### src/rtl/full_adder_pkg.sv
// Shared constants and the golden add function for the full_adder family.
package full_adder_pkg;

  localparam int FA_MAX_WIDTH = 64;

  typedef logic [FA_MAX_WIDTH:0] fa_wide_t;

  // Returns {cout, s} packed at bit 'width' and below; upper bits are zero.
  function automatic fa_wide_t fa_ref(input logic [FA_MAX_WIDTH-1:0] a,
                                      input logic [FA_MAX_WIDTH-1:0] b,
                                      input logic                    cin,
                                      input int                      width);
    fa_wide_t keep;
    fa_wide_t opnd;
    fa_wide_t sum;
    keep = (fa_wide_t'(1) << (width + 1)) - fa_wide_t'(1);
    opnd = keep >> 1;
    sum  = ({1'b0, a} & opnd) + ({1'b0, b} & opnd) + fa_wide_t'(cin);
    return sum & keep;
  endfunction

endpackage

### src/rtl/full_adder_cell.sv
// One-bit combinational full-adder cell; the building block of the ripple chain.
module full_adder_cell (
  input  logic a,
  input  logic b,
  input  logic ci,
  output logic s,
  output logic co
);

  assign s  = a ^ b ^ ci;
  assign co = (a & b) | (a & ci) | (b & ci);

endmodule

### src/rtl/full_adder.sv
// WIDTH-bit ripple-carry adder with combinational and one-cycle registered results.
// Optional overflow outputs (ovf, ovf_q) are built when FULL_ADDER_OVF_EN is defined.
module full_adder
  import full_adder_pkg::*;
#(
  parameter int WIDTH = 1
) (
  input  logic [WIDTH-1:0] a,
  input  logic [WIDTH-1:0] b,
  input  logic             cin,
  output logic [WIDTH-1:0] s,
  output logic             cout,
  input  logic             clk,
  input  logic             rst_n,
  input  logic             en,
  output logic [WIDTH-1:0] s_q,
  output logic             cout_q,
  output logic             valid_q
`ifdef FULL_ADDER_OVF_EN
  ,
  output logic             ovf,
  output logic             ovf_q
`endif
);

  if (WIDTH < 1 || WIDTH > FA_MAX_WIDTH) begin : g_bad_width
    $error("full_adder: WIDTH %0d outside 1..%0d", WIDTH, FA_MAX_WIDTH);
  end

  logic [WIDTH:0] carry;

  assign carry[0] = cin;

  for (genvar i = 0; i < WIDTH; i++) begin : g_cell
    full_adder_cell u_cell (
      .a  (a[i]),
      .b  (b[i]),
      .ci (carry[i]),
      .s  (s[i]),
      .co (carry[i+1])
    );
  end

  assign cout = carry[WIDTH];

  logic [WIDTH-1:0] s_d;
  logic             cout_d;
  logic             valid_d;

  always_comb begin
    s_d     = s_q;
    cout_d  = cout_q;
    valid_d = valid_q;
    if (en) begin
      s_d     = s;
      cout_d  = cout;
      valid_d = 1'b1;
    end
  end

  always_ff @(posedge clk) begin
    if (!rst_n) begin
      s_q     <= '0;
      cout_q  <= 1'b0;
      valid_q <= 1'b0;
    end else begin
      s_q     <= s_d;
      cout_q  <= cout_d;
      valid_q <= valid_d;
    end
  end

`ifdef FULL_ADDER_OVF_EN
  logic ovf_d;

  // Signed overflow: carry into the sign bit differs from carry out of it.
  assign ovf = carry[WIDTH-1] ^ carry[WIDTH];

  always_comb begin
    ovf_d = ovf_q;
    if (en) begin
      ovf_d = ovf;
    end
  end

  always_ff @(posedge clk) begin
    if (!rst_n) begin
      ovf_q <= 1'b0;
    end else begin
      ovf_q <= ovf_d;
    end
  end
`endif

endmodule

### config.mk
export PLATFORM = sky130hd
export DESIGN_NAME = full_adder
export DESIGN_NICKNAME = d
export VERILOG_FILES = /design/src/rtl/full_adder_pkg.sv /design/src/rtl/full_adder_cell.sv /design/src/rtl/full_adder.sv
export SDC_FILE = /design/constraint.sdc
export NUM_CORES = 1
export LEC_CHECK = 0
export CAP_MARGIN = 20
export CORE_AREA = 5 5 42 44
export CTS_CLUSTER_DIAMETER = 100
export DETAILED_ROUTE_END_ITERATION = 10
export DIE_AREA = 0 0 47 49
export GPL_ROUTABILITY_DRIVEN = 0
export PLACE_DENSITY_LB_ADDON = 0.3
export SYNTH_ARGS = -nofsm -noshare
export SYNTH_HDL_FRONTEND = slang
export SYNTH_SLANG_ARGS = --single-unit
export TNS_END_PERCENT = 5
### constraint.sdc
create_clock -name clk -period 1.3 [get_ports clk]
set_input_delay 0.13 -clock clk [delete_from_list [all_inputs] [get_ports clk]]
set_output_delay 0.13 -clock clk [all_outputs]
set_load 0.02 [all_outputs]
; ---- Word-level counts from Yosys, hierarchy flattened
; Index checks and enable logic that the tools add are counted.
[word_totals]
wordCells = 10
in_bits = 6
regBits = 3
[op_classes]
bitwise = 7
[op_table]
columns = op, n
row1 = 1-bit AND, 3
row2 = 1-bit OR, 2
row3 = 1-bit bitwise XOR, 2

; ---- Logic depth before layout (Yosys ltp)
; Gate-level depths: netlist (run 1).
[depth]
word_depth = 3
mapped_depth = 3

; ---- Hierarchy
; Synthesis (run 1) repeated with hierarchy kept, for this count alone.
[unflattened]
cells_unflattened = 9
area_unflattened_um2 = 120.1
[modules_own_cells]
columns = mod, area_per_inst_um2, cells_per_inst, instances
row1 = full_adder, 100.1, 8, 1
row2 = full_adder_cell, 20.0, 1, 1

; ---- Worst setup path before layout (run 1)
; Ideal clock, no wire load.
[synth_timing]
path_kind = in2reg
from = input a
to = register s_q
arrival_time_ps = 990
setup_slack_ps = 245
path_buffers = 0
path_stages = 3
path_cell_list = fa_1 mux2i_1 nor2b_1
[synth_between]
elab_chain_len = 2
[synth_rtl]
columns = element, line_no
row1 = start: declaration, full_adder.sv:8  ; input logic [WIDTH-1:0] a,
row2 = 1-bit bitwise XOR (2 in a row), full_adder_cell.sv:10  ; assign s = a ^ b ^ ci;
row3 = end signal: assignment, full_adder.sv:63  ; s_q <= '0;
row4 = end signal: assignment, full_adder.sv:67  ; s_q <= s_d;
row5 = end: declaration, full_adder.sv:16  ; output logic [WIDTH-1:0] s_q,
; Every way passes these cells.
; A chain may end at the register's enable or synchronous reset.

; ---- Worst setup path after layout (run 1)
[layout_timing]
from = input cin
to = output s
[layout_between]
elab_chain_len = 1
[layout_rtl]
columns = element, line_no
row1 = start: declaration, full_adder.sv:10  ; input logic cin,
row2 = 1-bit bitwise XOR, full_adder_cell.sv:10
row3 = end: declaration, full_adder.sv:11  ; output logic [WIDTH-1:0] s,
; Every way passes these cells.

==> results of run 1 <==
==> flip-flops by register name, summed over array words and instances, names as in the netlist <==
| register | flops |
|---|---|
| cout_q | 1 |
| s_q | 1 |
| valid_q | 1 |
==> power by group <==
part / internal, W / leakage, nW / switching [W] / total (W)
sequential: 0.0000998 / 0.0249 / 0.00000314 / 0.000103
combinational: 0.0000440 / 0.0967 / 0.0000388 / 0.0000828
clock: 0.000115 / 0.0150 / 0.0000541 / 0.000170
==> metrics by stage <==
step	power [W]	setup TNS [ps]	cell area, um^2	cells	utilization [%]
floorplan	0.000142	0	120	9	-
global placement	0.000191	-1180	248	36	17.7
detailed placement	0.000193	-1220	248	36	17.7
CTS	0.000363	0	270	40	19.3
global route	0.000383	0	273	40	19.5
finish	0.000355	0	273	40	19.5
==> layout by cell type, fill, tap and decap left out <==
| cell type | n |
|---|---|
| buf_4 | 1 |
| buf_6 | 1 |
| clkbuf_1 | 1 |
| clkbuf_4 | 3 |
| clkdlybuf4s15_2 | 1 |
| clkdlybuf4s50_1 | 2 |
| dfxtp_1 | 3 |
| dlygate4sd2_1 | 5 |
| dlymetal6s2s_1 | 1 |
| fa_1 | 1 |
| mux2i_1 | 2 |
| nor2b_1 | 2 |
| o21a_1 | 1 |
==> what timing repair did <==
item | CTS | global route
endpoints found under the hold margin | 0 | 0
pin swaps | 1 | 0
setup endpoints to repair | 4 | 1
gates resized for setup | 14 | 1
==> final cells by class <==
type	count	area share (%)
multi-input combinational	6	22.0
clock buffer	4	9.63
tap	16	7.34
timing repair buffer	11	39.0
sequential	3	22.0
==> how the worst max path moves through the flow <==
stage | endpoint | cells past startpoint
6_report | s | 3
5_1_grt | s | 3
3_3_place_gp | s | 3
4_1_cts | s_q | 1
2_1_floorplan | s_q$_SDFFE_PN0P_ | 3
3_5_place_dp | s | 3
==> per-layer routing <==
layer / wire length, um / part of all wire, %
met2: 96 / 26
met4: 0 / 0
met5: 0 / 0
met3: 95 / 26
met1: 175 / 48
==> cell families after synthesis <==
| kind of cell | count (synthesis) |
|---|---|
| flops | 3 |
| mux | 2 |
| simple gates | 2 |
| compound gates | 1 |
| fa+ha+maj | 1 |
==> out/qor.csv, run 1 <==
metric;value;unit
status;finished clean;
start_kind;primary input;
die_area;2300;um^2
cts_sinks;3;
die_x;47;um
r2r.worst_path.cells;2;
start_util;8.57;%
rows;14;
fin_skew;0;ps
critical-path-top-delay-family;adder cells;
holdCritStartpoint;valid_q$_SDFFE_PN0P_;
slowest_stage;fa_1;
portBuffers;10;
synth_fa_ha_area_share;16.7;%
grt_use_total;4.30;%
grt_pass1_vias;150;
path_clk_slew;40;ps
holdPathEnd;valid_q$_SDFFE_PN0P_;
relSlewSlack;83.8;%
startpoint;cin;
cts_buffer_depth;2;
globalRoute.busiestLayer;met3;
vias_per_cell;3.10;
core;1400;um^2
n_fill_cell;164;
yosysTopAreaCellShare;50.0;%
synth-seq-cells;3;
vdd_drop_max;500;uV
cts_buffers;3;
synthXorXnorAreaFrac;0;%
syn_area_per_cell;13.3;um^2
final_layout_size_suffix_gt1_share;25.0;%
multi_input_area;60.1;um^2
setup_slack;63.0;ps
pre_cts_ws;-584;ps
reg2reg_to;cout_q$_SDFFE_PN0P_;
finalNetCount;32;
rsz0062_at_grt;false;
synth-simple-area-share;10.4;%
yosys.area.top_type;dfxtp_1;
hold_class;register to register;
cts_root_buf;clkbuf_4;
syn_to_final_growth;127;%
critical_path_arrival;1110;ps
htreeDepth;1;
power_density;1300;nW/um^2
whs_path_depth;1;
grt_pass1_wl;634;um
synth_top_family_by_area;adder cells;
crit_path_max_fanout;2;
postCtsSetupBuffers;0;
routedWlPerCell;9.18;um
ys_types;5;
grt_remaining_overflow;0;
worst_pin_slew;242;ps
cpPeakStageDelay;590;ps
ff2ff_setup_slack;710;ps
post-route-period-util;95.2;%
grt_start_max_net_pins;4;
finalSetupViolCount;0;
finalMaxSlewViolations;0;
use_met2;3.85;%
clk_latency;240;ps
synthTopCellsByArea;dfxtp_1 50%, fa_1 17%, mux2i_1 17%;
use_met1;5.08;%
synth_compound_area_share;6.25;%
synth.area.mux_share;16.7;%
register_area;60.1;um^2
clock.fmax;808;MHz
ys_seq_area_share;50.0;%
wirelength;367;um
antenna_left;0;
r2r_start;cout_q$_SDFFE_PN0P_;
yosys_warnings;0;
cts_tree;done;
dominantRegCellSynth;dfxtp_1;
ys_top_cells_by_count;3 x dfxtp_1, 2 x mux2i_1, 2 x nor2b_1;
synth_nets;16;
drtIter0Drc;0;
crit_chain;dlygate4sd2_1, fa_1, buf_6;
syn-cell-area;120;um^2
n_antenna_cell;0;
path_buf_inv;2;
worst_ep_required_time;1170;ps
path_class;primary input to output pin;
syn_inst;9;
cap_violations;0;
vias;124;
final.min_clock_period;1240;ps
route.detailed.drc;0;
leakage;0.137;nW
die_y;49;um
antenna_found_initial;0;
hold_ws;459;ps
first_pass_iters;1;
ios;11;
cp-end-kind;output pin;
synth_enable_flop_cells;0;
synth.most_common_cell;dfxtp_1;
holdBufCountCts;0;
synthArstFlopShare;0;%
use_met3;6.64;%
hold_viol;0;
(Power assumes the default switching activity.)
==> inputs of run 2 (changes only) <==
--- a/config.mk
+++ b/config.mk
@@ -11,6 +11,7 @@
 export DETAILED_ROUTE_END_ITERATION = 10
 export DIE_AREA = 0 0 47 49
 export GPL_ROUTABILITY_DRIVEN = 0
+export GPL_TIMING_DRIVEN = 0
 export PLACE_DENSITY_LB_ADDON = 0.3
 export SYNTH_ARGS = -nofsm -noshare
 export SYNTH_HDL_FRONTEND = slang
==> run 2 against run 1 <==
  * Via count decreased by 0.81%
  * Final cell count is 2.5% lower
  * Combinational power is 8.8% lower
  * Core utilization is 1.3 points lower
  * Sequential power about the same
  * Register-to-register slack about the same
  * Wire length increased by 3.0%
  * Die area is the same
  * Clock power shrank 3%
  * First-iteration DRC count unchanged
  * Non-clock buffer count shrank 1
  * Clock skew unchanged
  * Critical path type unchanged
  * Critical endpoint unchanged
==> out/qor.csv, run 2 (synthesis gave the netlist of run 1 again) <==
metric;value;unit;change
holdCritStartpoint;valid_q$_SDFFE_PN0P_;;
drtIter0Drc;0;;unchanged
internal_power;0.000253;W;-2.4%
grt_start_max_net_pins;4;;unchanged
p_switching;0.0000910;W;-5.2%
combPwrFrac;21.9;%;-1.4 points
wirelength;378;um;+3.0%
cts_root_buf;clkbuf_4;;
layout_commonest_cell;dlygate4sd2_1;;
instances_no_fill;39;;-2.5%
die_y;49;um;unchanged
worst_pin_slew;217;ps;-25.0 ps
finalMaxSlewViolations;0;;unchanged
clk_latency;230;ps;about the same
crit_path_max_fanout;2;;unchanged
swShare;26.5;%;-0.57 points
first_pass_iters;1;;unchanged
critical-path-top-delay-family;adder cells;;
reg_top3;cout_q x1, s_q x1, valid_q x1;;
final_cell_mix;6 x dlygate4sd2_1, 3 x clkbuf_4, 3 x dfxtp_1;;
htreeDepth;1;;unchanged
final_layout_size_suffix_gt1_share;21.7;%;-3.3 points
cts_buffer_depth;2;;unchanged
grt_pass1_vias;155;;+3.3%
path_clk_slew;40;ps;about the same
slowest_stage;fa_1;;
rows;14;;unchanged
die_area;2300;um^2;unchanged
dp.cells;35;;-2.8%
antenna_found_initial;0;;unchanged
setup_slack;80.7;ps;+17.7 ps
cap_violations;0;;unchanged
status;finished clean;;
worst_ep_required_time;1170;ps;about the same
power_density;1350;nW/um^2;+3.5%
portBuffers;10;;unchanged
vdd_drop_max;247;uV;-51%
antenna_left;0;;unchanged
whs_path_depth;1;;unchanged
finalNetCount;31;;-3.1%
leakage;0.119;nW;-13%
cts_tree;done;;
rsz0062_at_grt;false;;
hold_viol;0;;unchanged
cp_num_cells;3;;unchanged
path_class;primary input to output pin;;
critical_path_arrival;1090;ps;-20 ps
vias_per_cell;3.15;;+1.7%
holdBufCountCts;0;;unchanged
grt_pass1_wl;627;um;-1.1%
crit_chain;dlygate4sd2_1, fa_1, buf_6;;
n_antenna_cell;0;;unchanged
startpoint;cin;;
post-route-period-util;93.8;%;-1.4 points
cpPeakStageDelay;580;ps;about the same
clock.fmax;820;MHz;+1.5%
power_frac_seq;30.1;%;+1.1 points
relSlewSlack;85.6;%;+1.8 points
r2r.worst_path.cells;2;;unchanged
hold_ws;465;ps;+5.85 ps
pre_cts_ws;-586;ps;-1.95 ps
finalSetupViolCount;0;;unchanged
r2r_start;s_q$_SDFFE_PN0P_;;
core;1400;um^2;unchanged
route.detailed.drc;0;;unchanged
start_kind;primary input;;
grt_use_total;4.58;%;+0.28 points
routedWlPerCell;9.69;um;+5.6%
cts_buffers;3;;unchanged
start_util;8.57;%;unchanged
p_clk_share;48.0;%;+0.3 points
cts_sinks;3;;unchanged
fin_skew;0;ps;unchanged
ios;11;;unchanged
grt_remaining_overflow;0;;unchanged
vias;123;;-0.81%
cp-end-kind;output pin;;
path_buf_inv;2;;unchanged
hold_class;register to register;;
final.min_clock_period;1220;ps;-17.7 ps
die_x;47;um;unchanged
syn_to_final_growth;113;%;
## run 2: changes by cell type in the layout (fill, tap and decap cells not counted), sizes merged
cell and change:
clkdlybuf4s15 -1, dlygate4sd2 +1, dlymetal6s2s -1
## run 2: layout make-up
class	count	area (um^2)
clock buffer	4	26.3
fill	169	1150
multi-input combinational	6	60.1
sequential	3	60.1
tap	16	20.0
timing repair buffer	10	88.8
## run 2: power groups by stage
stage	clock network [W]	logic, W	registers, W
6_report	0.000165	0.0000755	0.000103
4_1_cts	0.000174	0.0000775	0.000104
2_1_floorplan	0	0.0000287	0.000114
3_5_place_dp	0	0.0000856	0.000105
3_3_place_gp	0	0.0000835	0.000105
5_1_grt	0.000184	0.0000831	0.000105
## run 2: per-layer routing
layer,track usage [%],wire length (um),vias up
met2,4.52,124,11
met5,0,0,-
met4,8.29,7,0
li1,-,-,58
met3,2.58,76,2
met1,4.42,170,52
## run 2: metrics by stage
stage	power (W)	cell area, um^2	setup TNS [ps]	utilization (%)
after floorplan	0.000142	120	0	-
after global placement	0.000188	240	-1070	17.1
after detailed placement	0.000191	240	-1170	17.1
after CTS	0.000355	255	0	18.2
after global routing	0.000372	255	0	18.2
final	0.000344	255	0	18.2
## run 2: what timing repair did
item	4_1_cts	5_1_grt
hold endpoints to repair	0	0
gates resized for setup	16	0
buffers inserted	0	0
endpoints found under the setup margin	5	0
## run 2: final timing paths
check                    endpoint  slack (ps)
min          valid_q$_SDFFE_PN0P_         470
max reg2reg      s_q$_SDFFE_PN0P_         700
max                             s          80
min reg2reg  valid_q$_SDFFE_PN0P_         470
==> inputs of run 3 (changes only) <==
==> constraint.sdc (replaced) <==
create_clock -name clk -period 1.3 [get_ports clk]
set_input_delay 0.195 -clock clk [delete_from_list [all_inputs] [get_ports clk]]
set_output_delay 0.195 -clock clk [all_outputs]
set_load 0.02 [all_outputs]
==> run 3 against run 2 <==
  * Worst hold slack got worse by 6.1 ps
  * Setup slack got worse by 39 ps
  * Fmax decreased by 3.1%
  * Clock power about the same
  * Sequential share of layout area unchanged
==> out/qor.csv, run 3 (synthesis gave the netlist of run 1 again) <==
metric;value;unit;change
status;finished clean;;
post_dp_cell_area;240;um^2;unchanged
first_pass_iters;1;;unchanged
worst_ep_required_time;1110;ps;-60 ps
cts_tree;done;;
tns;0;ps;unchanged
vdd_drop_max;249;uV;+0.81%
post-route-period-util;96.8;%;+3.0 points
die_x;47;um;unchanged
design_area;255;um^2;unchanged
cts_sinks;3;;unchanged
finalSetupViolCount;0;;unchanged
cpPeakStageDelay;550;ps;-30 ps
post-route-util;18.2;%;unchanged
die_y;49;um;unchanged
register_area;60.1;um^2;unchanged
path_clk_slew;40;ps;about the same
fin_skew;0;ps;unchanged
postCtsSetupBuffers;0;;unchanged
antenna_left;0;;unchanged
grt_use_total;4.58;%;unchanged
grt_pass1_vias;155;;unchanged
final.min_clock_period;1260;ps;+39.2 ps
p_switching;0.0000911;W;about the same
grt_remaining_overflow;0;;unchanged
relSlewSlack;85.6;%;unchanged
htreeDepth;1;;unchanged
finalMaxSlewViolations;0;;unchanged
n_fill_cell;166;;-1.8%
reg_top3;cout_q x1, s_q x1, valid_q x1;;
worst_pin_slew;217;ps;unchanged
cts_root_buf;clkbuf_4;;
die_area;2300;um^2;unchanged
critical_path_arrival;1060;ps;-30 ps
grt_start_max_net_pins;4;;unchanged
path_buf_inv;2;;unchanged
power_frac_seq;30.0;%;about the same
critical-path-top-delay-family;adder cells;;
antenna_found_initial;0;;unchanged
internal_power;0.000254;W;+0.23%
leakage;0.117;nW;-1.9%
rsz0062_at_grt;false;;
crit_path_max_fanout;2;;unchanged
path_class;primary input to output pin;;
syn_to_final_growth;113;%;unchanged
wirelength;379;um;+0.26%
start_kind;primary input;;
cts_buffers;3;;unchanged
power_density;1350;nW/um^2;+0.18%
routedWlPerCell;9.72;um;+0.26%
swShare;26.4;%;-0.037 points
clock.fmax;795;MHz;-3.1%
combPwrFrac;22.1;%;+0.2 points
dp.cells;35;;unchanged
grt_pass1_wl;627;um;unchanged
crit_chain;clkdlybuf4s15_1, fa_1, buf_6;;
setup_slack;41.4;ps;-39.2 ps
p_clk_share;47.9;%;about the same
rows;14;;unchanged
pre_cts_ws;-716;ps;-130 ps
core;1400;um^2;unchanged
instances_no_fill;39;;unchanged
holdBufCountCts;0;;unchanged
final_layout_size_suffix_gt1_share;30.4;%;+8.7 points
slowest_stage;fa_1;;
hold_viol;0;;unchanged
finalNetCount;31;;unchanged
drtIter0Drc;0;;unchanged
final_cell_mix;3 x clkbuf_4, 3 x dfxtp_1, 3 x dlygate4sd2_1;;
route.detailed.drc;0;;unchanged
ios;11;;unchanged
multi_input_area;60.1;um^2;unchanged
start_util;8.57;%;unchanged
cp-end-kind;output pin;;
portBuffers;10;;unchanged
hold_class;primary input to register;;
cts_buffer_depth;2;;unchanged
clk_latency;230;ps;about the same
n_antenna_cell;0;;unchanged
vias_per_cell;3.15;;unchanged
vias;123;;unchanged
cap_violations;0;;unchanged
run 3: cell count changes in the layout (fill, tap and decap cells not counted), sizes merged:
cell           previous run  this run
clkbuf                    4         5
clkdlybuf4s15             0         2
dlygate4sd2               6         3
run 3: layout make-up:
| class | instances | area share (%) |
|---|---|---|
| flip-flops and latches | 3 | 23.5 |
| multi-input cells | 6 | 23.5 |
| repair buffers | 10 | 34.8 |
| clock buffers | 4 | 10.3 |
| well taps | 16 | 7.84 |
run 3: what timing repair did:
action | in CTS | in global routing
resized for setup | 19 | 2
endpoints found under the setup margin | 5 | 1
pin swaps | 1 | 1
run 3: routing by layer:
layer	vias up	global-route usage [%]	routed length (um)
met5	-	0	0
met4	0	8.29	7
met3	2	2.58	71
met2	11	4.52	124
met1	52	4.42	175
li1	58	-	-
run 3: path summary, 6_finish.rpt:
path	to	cells after the start	slack [ps]	start
max	s	3	40	b
min	cout_q$_SDFFE_PN0P_	4	460	a
max reg2reg	s_q$_SDFFE_PN0P_	2	700	s_q$_SDFFE_PN0P_
min reg2reg	valid_q$_SDFFE_PN0P_	1	470	valid_q$_SDFFE_PN0P_
run 3: tightest hold or removal path: cells and delay by family:
family	cells	cell delay [ps]
buf+inv	1	90
simple gates	1	100
fa+ha+maj	1	190
mux	1	80
run 3: through the flow:
stage | hold slack (ps) | power (W)
floorplan | 313 | 0.000142
global placement | 444 | 0.000188
detailed placement | 469 | 0.000191
CTS | 473 | 0.000356
global route | 494 | 0.000372
finish | 459 | 0.000345
run 3: power by group through the flow:
| stage | combinational, W | sequential, W | clock (W) |
|---|---|---|---|
| 6_report | 0.0000761 | 0.000103 | 0.000165 |
| 5_1_grt | 0.0000836 | 0.000105 | 0.000184 |
| 4_1_cts | 0.0000785 | 0.000104 | 0.000174 |
| 3_5_place_dp | 0.0000856 | 0.000105 | 0 |
| 3_3_place_gp | 0.0000835 | 0.000105 | 0 |
| 2_1_floorplan | 0.0000287 | 0.000114 | 0 |
